[config.mk]
export PLATFORM = sky130hd
export DESIGN_NAME = receiver_physical_word_align
export DESIGN_NICKNAME = d
export VERILOG_FILES = /design/src/rtl/receiver_physical_word_align.sv
export SDC_FILE = /design/constraint.sdc
export NUM_CORES = 1
export LEC_CHECK = 0
export ABC_AREA = 1
export BUFFER_PORTS_ARGS = -buffer_cell sky130_fd_sc_hd__clkbuf_2
export CAP_MARGIN = 20
export CORE_UTILIZATION = 40
export CTS_CLUSTER_DIAMETER = 80
export DETAILED_ROUTE_END_ITERATION = 12
export GPL_ROUTABILITY_DRIVEN = 0
export PLACE_DENSITY_LB_ADDON = 0.05
export SLEW_MARGIN = 5
export SYNTH_ARGS = -nofsm -noshare
export SYNTH_HDL_FRONTEND = slang
export SYNTH_SLANG_ARGS = --single-unit
[constraint.sdc]
create_clock -name i_clk_120 -period 4 [get_ports i_clk_120]
set_input_delay 0.6 -clock i_clk_120 [delete_from_list [all_inputs] [get_ports i_clk_120]]
set_output_delay 0.6 -clock i_clk_120 [all_outputs]
set_load 0.01 [all_outputs]
[src/rtl/receiver_physical_word_align.sv]
// receiver_physical_word_align
// Sits between the ISERDES and the 8b10b decoder. Raw 10-bit words arrive
// with an unknown bit rotation; the block searches all ten rotations for
// the K28.5 comma, locks after repeated commas at one rotation, and then
// delivers aligned symbols. Lock is dropped on sustained decoder errors or
// misaligned commas.

module receiver_physical_word_align #(
  parameter int LOCK_COMMAS   = 4,
  parameter int TIMEOUT_WORDS = 256,
  parameter int ERR_LIMIT     = 4,
  parameter int ERR_WINDOW    = 64
) (
  input  logic       i_clk_120,
  input  logic       i_clk_120_rst_n,
  input  logic [9:0] i_data,
  input  logic       i_data_valid,
  input  logic       i_code_err,
  output logic [9:0] o_symbol,
  output logic       o_symbol_valid,
  output logic       o_comma,
  output logic       o_locked,
  output logic [3:0] o_offset
);

  localparam int CC_W = $clog2(LOCK_COMMAS) + 1;
  localparam int TO_W = $clog2(TIMEOUT_WORDS) + 1;
  localparam int EC_W = $clog2(ERR_LIMIT) + 1;
  localparam int WC_W = $clog2(ERR_WINDOW) + 1;

  localparam logic [CC_W-1:0] CC_LOCK = CC_W'(LOCK_COMMAS);
  localparam logic [TO_W-1:0] TO_LIM  = TO_W'(TIMEOUT_WORDS);
  localparam logic [EC_W-1:0] EC_LIM  = EC_W'(ERR_LIMIT);
  localparam logic [WC_W-1:0] WC_LAST = WC_W'(ERR_WINDOW - 1);

  typedef enum logic [1:0] {
    ST_HUNT   = 2'd0,
    ST_CHECK  = 2'd1,
    ST_LOCKED = 2'd2
  } state_t;

  // Registered state
  state_t          state_q, state_d;
  logic [3:0]      offset_q, offset_d;
  logic [9:0]      prev_word_q, prev_word_d;
  logic [CC_W-1:0] comma_cnt_q, comma_cnt_d;
  logic [TO_W-1:0] timeout_cnt_q, timeout_cnt_d;
  logic [EC_W-1:0] err_cnt_q, err_cnt_d;
  logic [WC_W-1:0] win_cnt_q, win_cnt_d;

  // Registered outputs
  logic [9:0]      symbol_q, symbol_d;
  logic            symbol_valid_q, symbol_valid_d;
  logic            comma_q, comma_d;
  logic            locked_q, locked_d;

  // Comma search results for the current window
  logic [19:0]     window;
  logic [9:0]      cand [10];
  logic [9:0]      comma_hit;
  logic [3:0]      first_hit;
  logic            any_hit;
  logic [9:0]      sel_cand;
  logic            hit_here;
  logic            hit_else;

  // Helper terms for the counters
  logic            enter_hunt;
  logic            err_word;
  logic [EC_W-1:0] err_sum;

  // Slice the 20-bit window into all ten candidates and flag commas in each.
  always_comb begin
    window    = {prev_word_q, i_data};
    comma_hit = '0;
    first_hit = '0;
    any_hit   = 1'b0;
    sel_cand  = '0;
    hit_here  = 1'b0;
    for (int k = 0; k < 10; k++) begin
      cand[k]      = window[19-k -: 10];
      comma_hit[k] = (cand[k][9:3] == 7'b0011111) || (cand[k][9:3] == 7'b1100000);
    end
    // Scanning downwards leaves the lowest matching offset in first_hit.
    for (int k = 9; k >= 0; k--) begin
      if (comma_hit[k]) begin
        first_hit = 4'(k);
        any_hit   = 1'b1;
      end
    end
    for (int k = 0; k < 10; k++) begin
      if (offset_q == 4'(k)) begin
        sel_cand = cand[k];
        hit_here = comma_hit[k];
      end
    end
    hit_else = any_hit & ~hit_here;
  end

  // Next-state and counter logic; nothing moves on idle cycles.
  always_comb begin
    state_d       = state_q;
    offset_d      = offset_q;
    prev_word_d   = prev_word_q;
    comma_cnt_d   = comma_cnt_q;
    timeout_cnt_d = timeout_cnt_q;
    err_cnt_d     = err_cnt_q;
    win_cnt_d     = win_cnt_q;
    enter_hunt    = 1'b0;
    err_word      = i_code_err | hit_else;
    err_sum       = err_cnt_q + EC_W'(err_word);

    if (i_data_valid) begin
      prev_word_d = i_data;
      unique case (state_q)
        ST_HUNT: begin
          if (any_hit) begin
            offset_d      = first_hit;
            comma_cnt_d   = CC_W'(1);
            timeout_cnt_d = '0;
            state_d       = ST_CHECK;
          end
        end
        ST_CHECK: begin
          if (hit_here) begin
            comma_cnt_d   = comma_cnt_q + CC_W'(1);
            timeout_cnt_d = '0;
            if (comma_cnt_q + CC_W'(1) == CC_LOCK) begin
              state_d = ST_LOCKED;
            end
          end else if (hit_else) begin
            enter_hunt = 1'b1;
          end else begin
            timeout_cnt_d = timeout_cnt_q + TO_W'(1);
            if (timeout_cnt_q + TO_W'(1) == TO_LIM) begin
              enter_hunt = 1'b1;
            end
          end
        end
        ST_LOCKED: begin
          // Reaching the error limit wins over a window wrap on the same word.
          if (err_sum == EC_LIM) begin
            enter_hunt = 1'b1;
          end else if (win_cnt_q == WC_LAST) begin
            win_cnt_d = '0;
            err_cnt_d = '0;
          end else begin
            win_cnt_d = win_cnt_q + WC_W'(1);
            err_cnt_d = err_sum;
          end
        end
        default: begin
          enter_hunt = 1'b1;
        end
      endcase

      // Returning to HUNT discards all progress but keeps the last offset.
      if (enter_hunt) begin
        state_d       = ST_HUNT;
        comma_cnt_d   = '0;
        timeout_cnt_d = '0;
        err_cnt_d     = '0;
        win_cnt_d     = '0;
      end
    end
  end

  // Output values: the symbol at the held offset, qualified by the lock state
  // on both sides of the edge so valid drops together with o_locked.
  always_comb begin
    symbol_d       = symbol_q;
    comma_d        = comma_q;
    symbol_valid_d = 1'b0;
    if (i_data_valid) begin
      symbol_d       = sel_cand;
      comma_d        = hit_here;
      symbol_valid_d = (state_q == ST_LOCKED) && (state_d == ST_LOCKED);
    end
    locked_d = (state_d == ST_LOCKED);
  end

  // State register with synchronous active-low reset.
  always_ff @(posedge i_clk_120) begin
    if (!i_clk_120_rst_n) begin
      state_q        <= ST_HUNT;
      offset_q       <= '0;
      prev_word_q    <= '0;
      comma_cnt_q    <= '0;
      timeout_cnt_q  <= '0;
      err_cnt_q      <= '0;
      win_cnt_q      <= '0;
      symbol_q       <= '0;
      symbol_valid_q <= 1'b0;
      comma_q        <= 1'b0;
      locked_q       <= 1'b0;
    end else begin
      state_q        <= state_d;
      offset_q       <= offset_d;
      prev_word_q    <= prev_word_d;
      comma_cnt_q    <= comma_cnt_d;
      timeout_cnt_q  <= timeout_cnt_d;
      err_cnt_q      <= err_cnt_d;
      win_cnt_q      <= win_cnt_d;
      symbol_q       <= symbol_d;
      symbol_valid_q <= symbol_valid_d;
      comma_q        <= comma_d;
      locked_q       <= locked_d;
    end
  end

  assign o_symbol       = symbol_q;
  assign o_symbol_valid = symbol_valid_q;
  assign o_comma        = comma_q;
  assign o_locked       = locked_q;
  assign o_offset       = offset_q;

endmodule

==> key figures, run 1 <==
Status
  • Status: complete, no violations

Power
  • Sw Share: 31.8%
  • Lkg Pwr: 1.79 nW
  • Total power: 1.21 mW
  • Pwr Density: 299 mW/mm2
  • Logic pwr share: 21.5%
  • Clock share of power: 31.7%
  • P_sw: 385 uW
  • Register share of total power: 46.8%
  • Internal power: 824 uW
  • Peak supply drop: 0.000212 V

Flow run
  • MaxCap Viol Count: 0

Clock network
  • Resized cells post-CTS: 0
  • CTS tree: done
  • CTS Buffer Depth: 2
  • Setup repair bufs after CTS: 0
  • Clock Latency Late Sink: 300 ps
  • Sink Count: 51
  • Htree depth: 2
  • Num CTS Buffers: 5
  • Hold Buf Count CTS: 0
  • Root Buffer: clkbuf_8
  • Worst-path clk slew: 100 ps

Logic synthesis
  • Ys flop type: dfxtp_1
  • Main combinational cell family by area after synthesis: simple AND/OR/NAND/NOR gates
  • Cell Area, Synth: 0.00372 mm2
  • Synth top cells by count: 145 x nand2_1, 85 x nor2_1, 56 x inv_1
  • Most frequent cell after synthesis: nand2_1
  • Synth Area in Adders: 2.02%
  • EDFF count, synth: 0
  • Synthesized instance count: 597
  • Synth unique cells: 44
  • Ranking of synthesized cells by area: dfxtp_1 27%, nand2_1 15%, nor2_1 8.6%, a21oi_1 6.2%, inv_1 5.7%
  • Post-synthesis mux area share: 0%
  • Synth Net Count: 617
  • Yosys warning count: 0
  • Synth Area in Simple Gates: 37.6%
  • Number of synthesized register bits: 51
  • FFs w/ async S/R, synth: 0%
  • Top cell type's share of synthesized area: 27.4%
  • Yosys top cell by area: dfxtp_1
  • Xor and xnor area share after synthesis: 1.65%
  • Seq/Total Area, Yosys: 27.4%
  • Syn avg cell area: 6.23 um2
  • Post-synthesis compound-gate area fraction: 20.8%

Finish
  • Sequential cell area: 0.00102 mm2
  • Area Growth Syn to Fin: 8.85%
  • Nets: 637
  • Layout cell share with drive strength beyond 1: 16.2%
  • Antenna Diode Count: 0
  • Fill cells: 965
  • Area taken by multi-input logic gates: 0.00231 mm2

Worst setup path
  • CP Class: flop to flop
  • Max Fanout on Critical Path: 12
  • Startpoint type of the worst setup path: flop
  • Worst reg2reg setup slack: 370 ps
  • CP Launch Point: o_offset[2]
  • Worst reg2reg path endpoint: comma_cnt_q[0]
  • Worst reg2reg path depth: 24
  • RR Startpoint: o_offset[2]
  • Crit path DAT: 3830 ps
  • Critical Path RT: 4210 ps
  • CP Capture Type: flop

Global route
  • First-pass GRT wire length: 18.2 mm
  • Largest net degree at the start of global routing: 28
  • Vias in the first global route: 3670
  • Remaining global-route overflow: 0
  • Overall routing resource usage: 23.2%
  • Antenna violations before repair: 0

Hold path
  • HP Start: o_symbol[9]
  • Hold depth: 2
  • Worst Hold End: o_symbol[9]
  • Min-Delay Path Class: flop to flop

STA
  • Fin crit share: 90.7%
  • Max-slew headroom: 40.6%
  • Max Slew Vio Count: 0
  • Post-layout min period: 3630 ps
  • Maximum clock rate: 276 MHz
  • Clock Skews: 5.26 ps
  • Final setup fails: 0
  • TNS Setup: 0 ps
  • RSZ-0062 raised after global routing: no
  • Final hold viol count: 0
  • Worst-Margin Slew: 890 ps

Detailed routing
  • Initial DRC Count: 295
  • Via density: 5.49
  • DR WL/cell: 15.1 um
  • DRC violations left: 0
  • Routed WL: 10.9 mm
  • Final antenna-violating net count: 0
  • Detailed Routing Iterations Pass 1: 7
  • Via count: 3985

Floorplanning
  • Initial Utilization: 42.0%
  • Die Span Y: 98.4 um
  • # rows: 34
  • Core area: 0.00885 mm2
  • Die Area: 0.00969 mm2
  • Die Wd: 98.4 um
  • Top-Level Pins: 31

Placement
  • # port buffers: 30
  • DP HPWL: 8.20 mm
-- cells by family (layout without fill, tap and decap cells) --
logic type / Yosys count / after routing
buffers and inverters: 94 / 115
AO/OA/AOI/OAI: 128 / 128
AND/OR/NAND/NOR: 311 / 311
XOR/XNOR: 7 / 7
adder cells (fa/ha/maj): 6 / 6
flip-flops: 51 / 51
-- power by group through the flow --
| stage | sequential [mW] | clock, mW | combinational, mW |
|---|---|---|---|
| after floorplan | 0.567 | 0 | 0.188 |
| after global placement | 0.577 | 0 | 0.255 |
| after detailed placement | 0.577 | 0 | 0.254 |
| after CTS | 0.565 | 0.399 | 0.255 |
| after global routing | 0.570 | 0.416 | 0.291 |
| final | 0.566 | 0.384 | 0.260 |
-- per-layer routing --
metal	routed length (um)	share of wire [%]	global-route usage, %	up-vias
met3	857	7.8	4.54	13
li1	-	-	-	2012
met4	117	1.1	5.63	0
met2	4640	42	35.5	156
met1	5310	49	33.5	1804
met5	0	0	0	-
-- critical path: stages, from the launching register on --
cell and delay (ps):
dfxtp_1 450, nor2_1 100, nand2_1 310, inv_1 110, nand2_1 80, nand3_1 80, nor2_2 140, nand4_1 110
nand2_2 120, nand3_2 110, o21bai_1 200, ha_1 190, ha_1 160, xor2_1 200, nand2_1 80, nand2_1 210
o21ai_0 110, inv_1 100, nand2_2 100, inv_2 190, nand2_2 130, inv_2 90, nand2_1 50, nand2_1 50
nor2_1 40
-- cell usage in the layout (no fill, tap or decap), types with 7 or more instances in the layout --
| cell type | netlist | layout |
|---|---|---|
| o2111ai_1 | 10 | 10 |
| nand3_1 | 21 | 21 |
| inv_1 | 56 | 56 |
| o21ai_0 | 30 | 30 |
| nand4_1 | 18 | 18 |
| o22ai_1 | 12 | 12 |
| nand2_2 | 13 | 13 |
| nand2_1 | 145 | 145 |
| a21oi_2 | 7 | 7 |
| inv_2 | 14 | 14 |
| o21ai_1 | 7 | 7 |
| dfxtp_1 | 51 | 51 |
| clkbuf_2 | 1 | 30 |
| a21oi_1 | 46 | 46 |
| nor3_1 | 8 | 8 |
| nor2_1 | 85 | 84 |
-- worst max path at each step --
stage	end	slack (ps)
finish	comma_cnt_q[0]	370
global route	comma_cnt_q[2]	10
CTS	comma_cnt_q[2]	430
detailed placement	comma_cnt_q[2]	270
global placement	comma_cnt_q[0]	380
floorplan	timeout_cnt_q[5]	990
-- flip-flops by register name, summed over array words and instances (netlist names) --
register        flops
timeout_cnt_q       9
o_symbol           10
state_q             2
comma_cnt_q         3
o_offset            4
err_cnt_q           3
o_locked            1
o_symbol_valid      1
prev_word_q        10
o_comma             1
win_cnt_q           7
-- cell type report --
class                   instances  share of cell area [%]
multi-input cells             452                    57.1
flip-flops and latches         51                    25.2
inverters                      72                    6.67
repair buffers                 35                    4.64
well taps                     108                    3.34
clock buffers                   6                    2.04
clock inverters                 2                   0.958
-- metrics by stage --
| stage | hold slack (ps) | cell area (um2) | worst slack (ps) | utilization, % | instances |
|---|---|---|---|---|---|
| after CTS | 475 | 4050 | 434 | 45.7 | 726 |
| after global placement | 452 | 3930 | 382 | 44.4 | 718 |
| after detailed placement | 459 | 3930 | 270 | 44.4 | 718 |
| after global routing | 495 | 4050 | 9.99 | 45.8 | 726 |
| final | 470 | 4050 | 374 | 45.8 | 726 |
| after floorplan | 455 | 3720 | 989 | - | 597 |
Note: power is estimated with default switching activity, not from simulation.
==> inputs of run 2 (changes only) <==
--- a/config.mk
+++ b/config.mk
@@ -8,7 +8,9 @@
 export ABC_AREA = 1
 export BUFFER_PORTS_ARGS = -buffer_cell sky130_fd_sc_hd__clkbuf_2
 export CAP_MARGIN = 20
-export CORE_UTILIZATION = 40
+export CELL_PAD_IN_SITES_DETAIL_PLACEMENT = 2
+export CELL_PAD_IN_SITES_GLOBAL_PLACEMENT = 2
+export CORE_UTILIZATION = 33
 export CTS_CLUSTER_DIAMETER = 80
 export DETAILED_ROUTE_END_ITERATION = 12
 export GPL_ROUTABILITY_DRIVEN = 0
==> run 2 against run 1 <==
Net effect: cell count rose by 5.0%; wire length is 31% higher; die area rose by 21%; non-clock buffer count rose by 5; clock-buffer cell count shrank 1.
==> key figures, run 2 (synthesis results as in run 1) <==
Worst setup path
  • Cell mode on critical path: nand2_2
  • Crit-path slowest cell: dfxtp_1
  • CP Class: flop to flop
  • CP top delay family: simple AND/OR/NAND/NOR gates
  • Worst reg2reg setup slack: 470 ps (+100 ps)
  • Slowest stage delay, CP: 390 ps (-60 ps)
  • CP Capture Type: flop
  • Crit path DAT: 3770 ps (-60 ps)
  • Buf/Inv on CP: 6 (+2)
  • Max Fanout on Critical Path: 12 (unchanged)
  • Critical Path RT: 4240 ps (+30 ps)
  • Crit-path cells: inv_2 -> nand2_1 -> inv_1 -> nand2_2 -> inv_2 -> a21oi_1 -> nand4_1 -> nand2_2 -> nand3_2 -> o21bai_1 -> ha_1 -> ha_1 -> xor2_1 -> nand2_1 -> nand2_2 -> o21ai_0 -> inv_1 -> nand2_2 -> inv_2 -> nand2_2 -> inv_2 -> nand2_1 -> nand2_1 -> nor2_1
  • Startpoint type of the worst setup path: flop

Power
  • Pwr Density: 283 mW/mm2 (-5.2%)
  • Lkg Pwr: 1.80 nW (+0.43%)
  • Peak supply drop: 0.000240 V (+13%)

Detailed routing
  • DRC violations left: 0 (unchanged)
  • Initial DRC Count: 103 (-65%)
  • Via density: 5.44 (-0.95%)
  • Final antenna-violating net count: 0 (unchanged)
  • Detailed Routing Iterations Pass 1: 4 (-3)
  • Via count: 4143 (+4.0%)
  • Routed WL: 14.4 mm (+31%)
  • DR WL/cell: 18.8 um (+25%)

STA
  • RSZ-0062 raised after global routing: no
  • TNS Setup: 0 ps (unchanged)
  • Clock Skews: 9.48 ps (+4.22 ps)
  • Worst-Margin Slew: 907 ps (+17.5 ps)
  • Final hold viol count: 0 (unchanged)
  • Max Slew Vio Count: 0 (unchanged)
  • Fin crit share: 88.3% (-2.4 points)
  • Maximum clock rate: 283 MHz (+2.7%)
  • Final setup fails: 0 (unchanged)
  • Max-slew headroom: 39.4% (-1.2 points)
  • Post-layout min period: 3530 ps (-95.7 ps)

Finish
  • Area Growth Syn to Fin: 10.1%
  • Util after Layout: 37.6% (-8.1 points)
  • Antenna Diode Count: 0 (unchanged)
  • Fill cells: 1407 (+46%)
  • Area taken by multi-input logic gates: 0.00231 mm2 (unchanged)
  • Layout cell share with drive strength beyond 1: 17.7% (+1.5 points)
  • Sequential cell area: 0.00103 mm2 (+0.74%)
  • Nets: 642 (+0.78%)
  • Commonest non-fill, non-tap cell in the layout: nand2_1
  • Commonest non-fill, non-tap cells in the layout: 144 x nand2_1, 85 x nor2_1, 56 x inv_1

Global route
  • Vias in the first global route: 4467 (+22%)
  • Overall routing resource usage: 25.9% (+2.7 points)
  • Remaining global-route overflow: 0 (unchanged)
  • Largest net degree at the start of global routing: 28 (unchanged)
  • Global Route met1 Usage: 30.5% (-3.1 points)
  • Met2 usage: 46.2% (+11 points)
  • Met3 GRT Util: 3.38% (-1.2 points)
  • First-pass GRT wire length: 23.0 mm (+27%)
  • GR peak layer: met2
  • Antenna violations before repair: 0 (unchanged)

Flow run
  • MaxCap Viol Count: 0 (unchanged)

Floorplanning
  • Die Wd: 108 um (+9.9%)
  • Die Area: 0.0117 mm2 (+21%)
  • Initial Utilization: 34.2% (-7.9 points)
  • Top-Level Pins: 31 (unchanged)
  • Core area: 0.0109 mm2 (+23%)
  • # rows: 38 (+12%)
  • Die Span Y: 108 um (+9.9%)

Clock network
  • Sink Count: 51 (unchanged)
  • Setup repair bufs after CTS: 0 (unchanged)
  • Hold Buf Count CTS: 0 (unchanged)
  • Num CTS Buffers: 5 (unchanged)
  • Htree depth: 2 (unchanged)
  • Root Buffer: clkbuf_8
  • Clock Latency Late Sink: 340 ps (+40 ps)
  • CTS tree: done
  • Worst-path clk slew: 100 ps (about the same)
  • CTS Buffer Depth: 2 (unchanged)

Hold path
  • Min-Delay Path Class: flop to flop

Status
  • Status: complete, no violations

Placement
  • # port buffers: 30 (unchanged)
  • DP HPWL: 11.1 mm (+35%)
-- run 2: per-stage QoR --
stage          hold WS (ps)  total power, mW  std cells  instance area [um2]  setup WS, ps
5_1_grt                 500             1.23        762                 4100          75.6
4_1_cts                 477             1.18        762                 4090           223
3_5_place_dp            462            0.851        755                 4000           123
6_report                471             1.16        762                 4100           469
3_3_place_gp            453            0.842        755                 4000           288
2_1_floorplan           455            0.755        597                 3720           989
-- run 2: per-layer routing --
layer | vias to the layer above | part of all wire, %
li1 | 2014 | -
met4 | 0 | 3.0
met2 | 80 | 50
met3 | 28 | 2.7
met1 | 2021 | 44
met5 | - | 0
-- run 2: area by class of cell --
cell class,instances,share of cell area (%)
Sequential cell,51,25.1
Tap cell,140,4.28
Multi-Input combinational cell,452,56.5
Clock buffer,5,1.68
Inverter,72,6.60
Clock inverter,2,0.336
Timing Repair Buffer,40,5.50
-- run 2: worst paths after layout --
check | start | to | depth (start not counted)
setup / recovery | o_offset[3] | comma_cnt_q[2] | 24
hold / removal | o_symbol[0] | o_symbol[0] | 2
setup reg to reg | o_offset[3] | comma_cnt_q[2] | 24
hold reg to reg | o_symbol[0] | o_symbol[0] | 2
-- run 2: timing repair --
action,CTS,global route
endpoints found under the hold margin,0,0
gates resized for setup,0,7
endpoints found under the setup margin,0,12
-- run 2: worst reg2reg max path, cell delays in order, from the launching register on --
cell      delay (ps)
dfxtp_1          390
inv_2             60
nand2_1          130
inv_1             70
nand2_2          200
inv_2            150
a21oi_1          190
nand4_1          130
nand2_2          110
nand3_2          130
o21bai_1         180
ha_1             190
ha_1             180
xor2_1           190
nand2_1           90
nand2_2          150
o21ai_0          110
inv_1            110
nand2_2          110
inv_2            180
nand2_2          130
inv_2             90
nand2_1           50
nand2_1           50
nor2_1            50
-- run 2: report_power, final --
part / internal [mW] / switching (mW)
Clock: 0.120 / 0.198
Combinational: 0.0865 / 0.185
Sequential: 0.535 / 0.0343
